File: src/rtl/xillybus_mem_pkg.sv
// Shared constants and helpers for the seekable Xillybus memory endpoint.
// Latency: n/a (package only).
// Backpressure: n/a (package only).
package xillybus_mem_pkg;

  // Top-of-memory behaviour selector for the WRAP parameter.
  localparam bit WRAP_ROLL = 1'b1;  // pointer rolls over to 0
  localparam bit WRAP_EOF  = 1'b0;  // pointer rolls to 0 and raises end-of-file

  // Number of words addressed by an ADDR_W-bit pointer.
  function automatic int depth(input int addr_w);
    return 1 << addr_w;
  endfunction

endpackage

File: src/rtl/xillybus_dpram.sv
// Read-first true dual-port RAM, DEPTH x DATA_W, with separate read/write enables per port.
// Latency: 1 cycle read on either port; written data is readable the following cycle.
// Backpressure: none; every enabled access completes in the cycle it is presented.
//
// Ports:
//   clk, rst          : clock and synchronous active-high reset (clears read registers,
//                       blocks writes; array contents are never reset)
//   a_re/a_we/a_addr  : port A read enable, write enable, address
//   a_din/a_dout      : port A write data / registered read data
//   b_re/b_we/b_addr  : port B read enable, write enable, address
//   b_din/b_dout      : port B write data / registered read data
// Port A wins when both ports write the same address in one cycle.
module xillybus_dpram
  import xillybus_mem_pkg::*;
#(
  parameter int DATA_W = 8,
  parameter int ADDR_W = 5
) (
  input  logic              clk,
  input  logic              rst,
  input  logic              a_re,
  input  logic              a_we,
  input  logic [ADDR_W-1:0] a_addr,
  input  logic [DATA_W-1:0] a_din,
  output logic [DATA_W-1:0] a_dout,
  input  logic              b_re,
  input  logic              b_we,
  input  logic [ADDR_W-1:0] b_addr,
  input  logic [DATA_W-1:0] b_din,
  output logic [DATA_W-1:0] b_dout
);

  localparam int DEPTH = depth(ADDR_W);

  logic [DATA_W-1:0] mem [DEPTH];

  // Both writes live in one process so the collision rule is explicit:
  // the port A assignment comes last and therefore takes effect.
  always_ff @(posedge clk) begin
    if (!rst) begin
      if (b_we) mem[b_addr] <= b_din;
      if (a_we) mem[a_addr] <= a_din;
    end
  end

  // Non-blocking reads sample the array before this edge's writes land,
  // giving read-first behaviour on both ports.
  always_ff @(posedge clk) begin
    if (rst) begin
      a_dout <= '0;
      b_dout <= '0;
    end else begin
      if (a_re) a_dout <= mem[a_addr];
      if (b_re) b_dout <= mem[b_addr];
    end
  end

endmodule

File: src/rtl/xillybus_mem_port.sv
// Seekable Xillybus memory endpoint with an application-side port onto the same RAM.
// Latency: 1 cycle for host and application reads; seeks affect the next access.
// Backpressure: with WRAP=0, empty/eof/full assert once the pointer runs off the top
//               and stay up until a seek or a file-open rising edge; with WRAP=1 never.
//
// Ports:
//   bus_clk, bus_rst                      : clock, synchronous active-high reset
//   user_w_wren/data/full/open            : host write stream
//   user_r_rden/data/empty/eof/open       : host read stream
//   user_addr, user_addr_update           : seek address and one-cycle seek strobe
//   app_en/we/addr/din/dout               : application RAM port
module xillybus_mem_port
  import xillybus_mem_pkg::*;
#(
  parameter int DATA_W = 8,         // 8, 16 or 32
  parameter int ADDR_W = 5,
  parameter bit WRAP   = WRAP_ROLL
) (
  input  logic              bus_clk,
  input  logic              bus_rst,
  input  logic              user_w_wren,
  input  logic [DATA_W-1:0] user_w_data,
  output logic              user_w_full,
  input  logic              user_w_open,
  input  logic              user_r_rden,
  output logic [DATA_W-1:0] user_r_data,
  output logic              user_r_empty,
  output logic              user_r_eof,
  input  logic              user_r_open,
  input  logic [ADDR_W-1:0] user_addr,
  input  logic              user_addr_update,
  input  logic              app_en,
  input  logic              app_we,
  input  logic [ADDR_W-1:0] app_addr,
  input  logic [DATA_W-1:0] app_din,
  output logic [DATA_W-1:0] app_dout
);

  localparam logic [ADDR_W-1:0] TOP_ADDR = ADDR_W'(depth(ADDR_W) - 1);

  logic [ADDR_W-1:0] ptr;
  logic [ADDR_W-1:0] ptr_nxt;
  logic              end_flag;
  logic              end_flag_nxt;
  logic              r_open_q;
  logic              w_open_q;

  logic host_rd;
  logic host_wr;
  logic advance;
  logic open_rise;

  always_comb begin
    host_rd      = user_r_rden && !end_flag;
    host_wr      = user_w_wren && !end_flag;
    advance      = host_rd || host_wr;
    open_rise    = (user_r_open && !r_open_q) || (user_w_open && !w_open_q);
    ptr_nxt      = ptr;
    end_flag_nxt = end_flag;

    if (user_addr_update) begin
      // Seek beats advance; any access this cycle already used the old ptr.
      ptr_nxt      = user_addr;
      end_flag_nxt = 1'b0;
    end else begin
      if (advance) begin
        // Natural ADDR_W-bit overflow takes DEPTH-1 back to 0 in both modes.
        ptr_nxt = ptr + ADDR_W'(1);
      end
      if (open_rise) begin
        end_flag_nxt = 1'b0;
      end else if (advance && (ptr == TOP_ADDR) && (WRAP == WRAP_EOF)) begin
        end_flag_nxt = 1'b1;
      end
    end
  end

  always_ff @(posedge bus_clk) begin
    if (bus_rst) begin
      ptr      <= '0;
      end_flag <= 1'b0;
      r_open_q <= 1'b0;
      w_open_q <= 1'b0;
    end else begin
      ptr      <= ptr_nxt;
      end_flag <= end_flag_nxt;
      r_open_q <= user_r_open;
      w_open_q <= user_w_open;
    end
  end

  // end_flag is itself a register and can never set in roll mode, so the
  // three hold-off flags are registered and constant 0 when WRAP=1.
  assign user_r_empty = end_flag;
  assign user_r_eof   = end_flag;
  assign user_w_full  = end_flag;

  // Host is port A so it wins a same-address write collision.
  xillybus_dpram #(
    .DATA_W (DATA_W),
    .ADDR_W (ADDR_W)
  ) u_ram (
    .clk    (bus_clk),
    .rst    (bus_rst),
    .a_re   (host_rd),
    .a_we   (host_wr),
    .a_addr (ptr),
    .a_din  (user_w_data),
    .a_dout (user_r_data),
    .b_re   (app_en),
    .b_we   (app_en && app_we),
    .b_addr (app_addr),
    .b_din  (app_din),
    .b_dout (app_dout)
  );

endmodule

File: config.mk
export PLATFORM = sky130hd
export DESIGN_NAME = xillybus_mem_port
export DESIGN_NICKNAME = d
export VERILOG_FILES = /design/src/rtl/xillybus_mem_pkg.sv /design/src/rtl/xillybus_dpram.sv /design/src/rtl/xillybus_mem_port.sv
export SDC_FILE = /design/constraint.sdc
export NUM_CORES = 1
export LEC_CHECK = 0
export ABC_CLOCK_PERIOD_IN_PS = 3800
export CAP_MARGIN = 20
export CORE_UTILIZATION = 55
export CTS_CLUSTER_DIAMETER = 50
export DETAILED_ROUTE_END_ITERATION = 6
export PLACE_DENSITY = 0.71
export SLEW_MARGIN = 5
export SYNTH_ARGS = -nofsm -noshare
export SYNTH_HDL_FRONTEND = slang
export SYNTH_SLANG_ARGS = --single-unit
File: constraint.sdc
create_clock -name bus_clk -period 3.8 [get_ports bus_clk]
set_clock_uncertainty 0.1 [all_clocks]
set_input_delay 0.76 -clock bus_clk [delete_from_list [all_inputs] [get_ports bus_clk]]
set_output_delay 0.76 -clock bus_clk [all_outputs]
set_load 0.01 [all_outputs]
==> metrics.cfg <==
[outcome]
status = finished, final reports clean

[synthesis]
synth_cells = 1152
yosysUniqueCellTypes = 70
synth_seq_cells = 277
synth_edf_count = 256
ys_seq_area_share_pct = 48.70
synth_area_leader_cell = edfxtp_1
netlist.area_leader.share_pct = 46.17
yosys_warnings = 0
async_flop_share_pct = 0
ys.flop_type = edfxtp_1
synth.area.top_cells = edfxtp_1, mux2_2, mux4_2
synth_area_per_cell_um2 = 14.45
syn_area_um2 = 16650

[placement]
gp_congestion = 1.008
placed_area_um2 = 17660
io_buffer_count = 48
hpwl_mm = 35.07
dpl.cell_count = 1554

[min_path]
hp-class = reg -> reg
holdPathStages = 2
whs_endpoint = u_ram.a_dout[4]$_SDFFE_PP0P_
min_from = u_ram.a_dout[4]$_SDFFE_PP0P_

[route]
wirelength_mm = 52.86
antenna_left = 0
drt_iter0_drc = 1567
drc_errors = 0
wl_per_cell_um = 32.67
num_vias = 11592
vias_per_cell = 7.164
drt-pass1-iter-count = 5

[power]
p_comb_share_pct = 12.0
ir_worst_vdd_v = 0.0002727
p_per_area_nw_per_um2 = 413.0
p_leak_nw = 6.047
pwr-share-clk_pct = 44.0
switchingPower_mw = 1.911
p_seq_share_pct = 44.0
fin_total_pwr_mw = 7.776
power_switching_share_pct = 24.58
p_int_mw = 5.865

[layout]
layout_common_cells = mux2_2, edfxtp_1, buf_4
post_route_cells_drive_above_1_share_pct = 42.51
design_area_um2 = 18830
final_nets = 1242
final_common_cell = mux2_2
finalNonFillerCells = 1618
area_growth_pct = 13.09
antennaDiodeCount = 0

[floorplanning]
rows = 63
core_um2 = 29720
die_w_um = 176.0
num_io_pins = 54
die_area_um2 = 30970
die_height_um = 176.0
initial_core_util_pct = 56.03

[worst_setup_path]
critical_path.startpoint_type = input pin
endpoint_kind = register
rr_endpoint = u_ram.mem[2][2]$_DFFE_PP_
worstSetupPathType = in -> reg
rr_startpoint = ptr[0]$_SDFFE_PP0P_
rrSetupSlack_ns = 1.04
worstPathRequired_ns = 4.07
r2r_cells = 5
arrival_ns = 3.42
cp_max_fo = 17

[timing]
tns_ns = 0
final-max-slew-violation-count = 0
max_clock_freq_mhz = 318.3
tightest_slew_ns = 0.9309
timing.final.hold_violations = 0
finalCritPeriodShare_pct = 82.68
setup_viol = 0
rsz0062_at_grt = no
slew_headroom_pct = 37.81
period_minus_slack_ns = 3.142

[global_route]
grt_max_degree = 45
grt_pass1_wl_mm = 76.45
grt_pass1_vias = 11081
antenna_found_initial = 3
grt_usage_pct = 34.50
grt_overflow = 0

[cts]
cts_buffers = 36
htreeDepth = 2
clk_pin_slew_ns = 0.06
cts_sinks = 277
ctsResizeCount = 0
clk_path_buf_depth = 3
tritoncts = done
cts_root_buf = clkbuf_16
clk_latency_ns = 0.53
postCtsSetupRepairBufs = 0
ctsHoldBuffers = 0

[flow_run]
cap_violations = 0

registers in the layout, summed over array words and instances (netlist names):
signal        flops
u_ram.b_dout      8
u_ram.a_dout      8
ptr               5
u_ram.mem       256
cell type report:
type	instances	area, um^2
fillers	2246	10890
well taps	390	488.0
multi-input cells	750	7890
inverters	4	15.01
clock buffers	48	977.2
repair buffers	133	1151
clock inverters	16	192.7
flip-flops and latches	277	8115
worst max path at each step:
stage | depth (start not counted) | endpoint | from
3_5_place_dp | 6 | u_ram.b_dout[1]$_SDFFE_PP0P_ | app_addr[4]
4_1_cts | 6 | u_ram.b_dout[4]$_SDFFE_PP0P_ | app_addr[4]
2_1_floorplan | 6 | u_ram.mem[24][0]$_DFFE_PP_ | app_addr[0]
5_1_grt | 6 | u_ram.b_dout[1]$_SDFFE_PP0P_ | app_addr[4]
6_report | 6 | u_ram.b_dout[4]$_SDFFE_PP0P_ | app_addr[4]
3_3_place_gp | 6 | u_ram.b_dout[6]$_SDFFE_PP0P_ | app_addr[4]
per-stage QoR:
stage | utilization, % | hold slack, ns | setup WS, ns
2_1_floorplan | - | 0.4029 | 1.095
3_3_place_gp | 59.42 | 0.3941 | 0.3405
6_report | 63.36 | 0.4000 | 0.6582
4_1_cts | 63.36 | 0.3947 | 0.8330
3_5_place_dp | 59.42 | 0.3886 | 0.3375
5_1_grt | 63.36 | 0.4229 | 0.6152
synth_stat cells (7+ instances only):
| master | n |
|---|---|
| mux2_2 | 261 |
| edfxtp_1 | 256 |
| mux4_2 | 76 |
| mux2i_1 | 66 |
| clkbuf_1 | 64 |
| o22ai_1 | 43 |
| nor2_1 | 36 |
| buf_2 | 32 |
| nand2_1 | 28 |
| nor2_2 | 24 |
| dfxtp_1 | 21 |
| a22oi_1 | 19 |
| a21oi_1 | 18 |
| a311oi_1 | 16 |
| mux4_1 | 16 |
| buf_4 | 14 |
| nor2b_1 | 11 |
| buf_6 | 10 |
| o21ai_0 | 9 |
| nand3_1 | 8 |
| nor2_4 | 8 |
| nor3_1 | 8 |
| nand3b_1 | 7 |
| nor3b_1 | 7 |
power by group through the flow:
stage / clock network, mW / registers [mW] / logic, mW
after floorplan: 0 / 3.45 / 0.605
after global placement: 0 / 3.48 / 0.898
after detailed placement: 0 / 3.48 / 0.912
after CTS: 3.43 / 3.42 / 0.917
after global routing: 3.55 / 3.42 / 0.968
final: 3.42 / 3.42 / 0.934
worst max-delay path, cell delays in order:
cell and delay [ns]:
clkdlybuf4s50_1 0.85, buf_4 0.43, a2111oi_0 0.56, a311oi_1 0.17
a22oi_1 0.45, a311oi_1 0.17
kinds of logic (layout without fill, tap and decap cells):
logic type               count (synthesis)  after routing  share of synthesized area (%)
flip-flops                             277            277                          48.70
AND/OR/NAND/NOR                        176            176                          6.192
XOR/XNOR                                 2              2                         0.1052
multiplexers                           419            419                          34.43
adder cells (fa/ha/maj)                  5              5                         0.3757
buffers and inverters                  127            201                          3.960
other                                    1              3                        0.02252
AO/OA/AOI/OAI                          145            145                          6.222
layer usage:
metal | global-route usage [%] | vias up | share of wire (%) | routed length, um
met5 | 0 | - | 0 | 0
met4 | 12.21 | 0 | 3.7 | 1942
met3 | 7.235 | 123 | 11 | 6004
met2 | 53.84 | 750 | 46 | 24490
met1 | 47.94 | 5973 | 39 | 20430
li1 | - | 4746 | - | -
No activity file was read; power rests on OpenSTA's default activity.
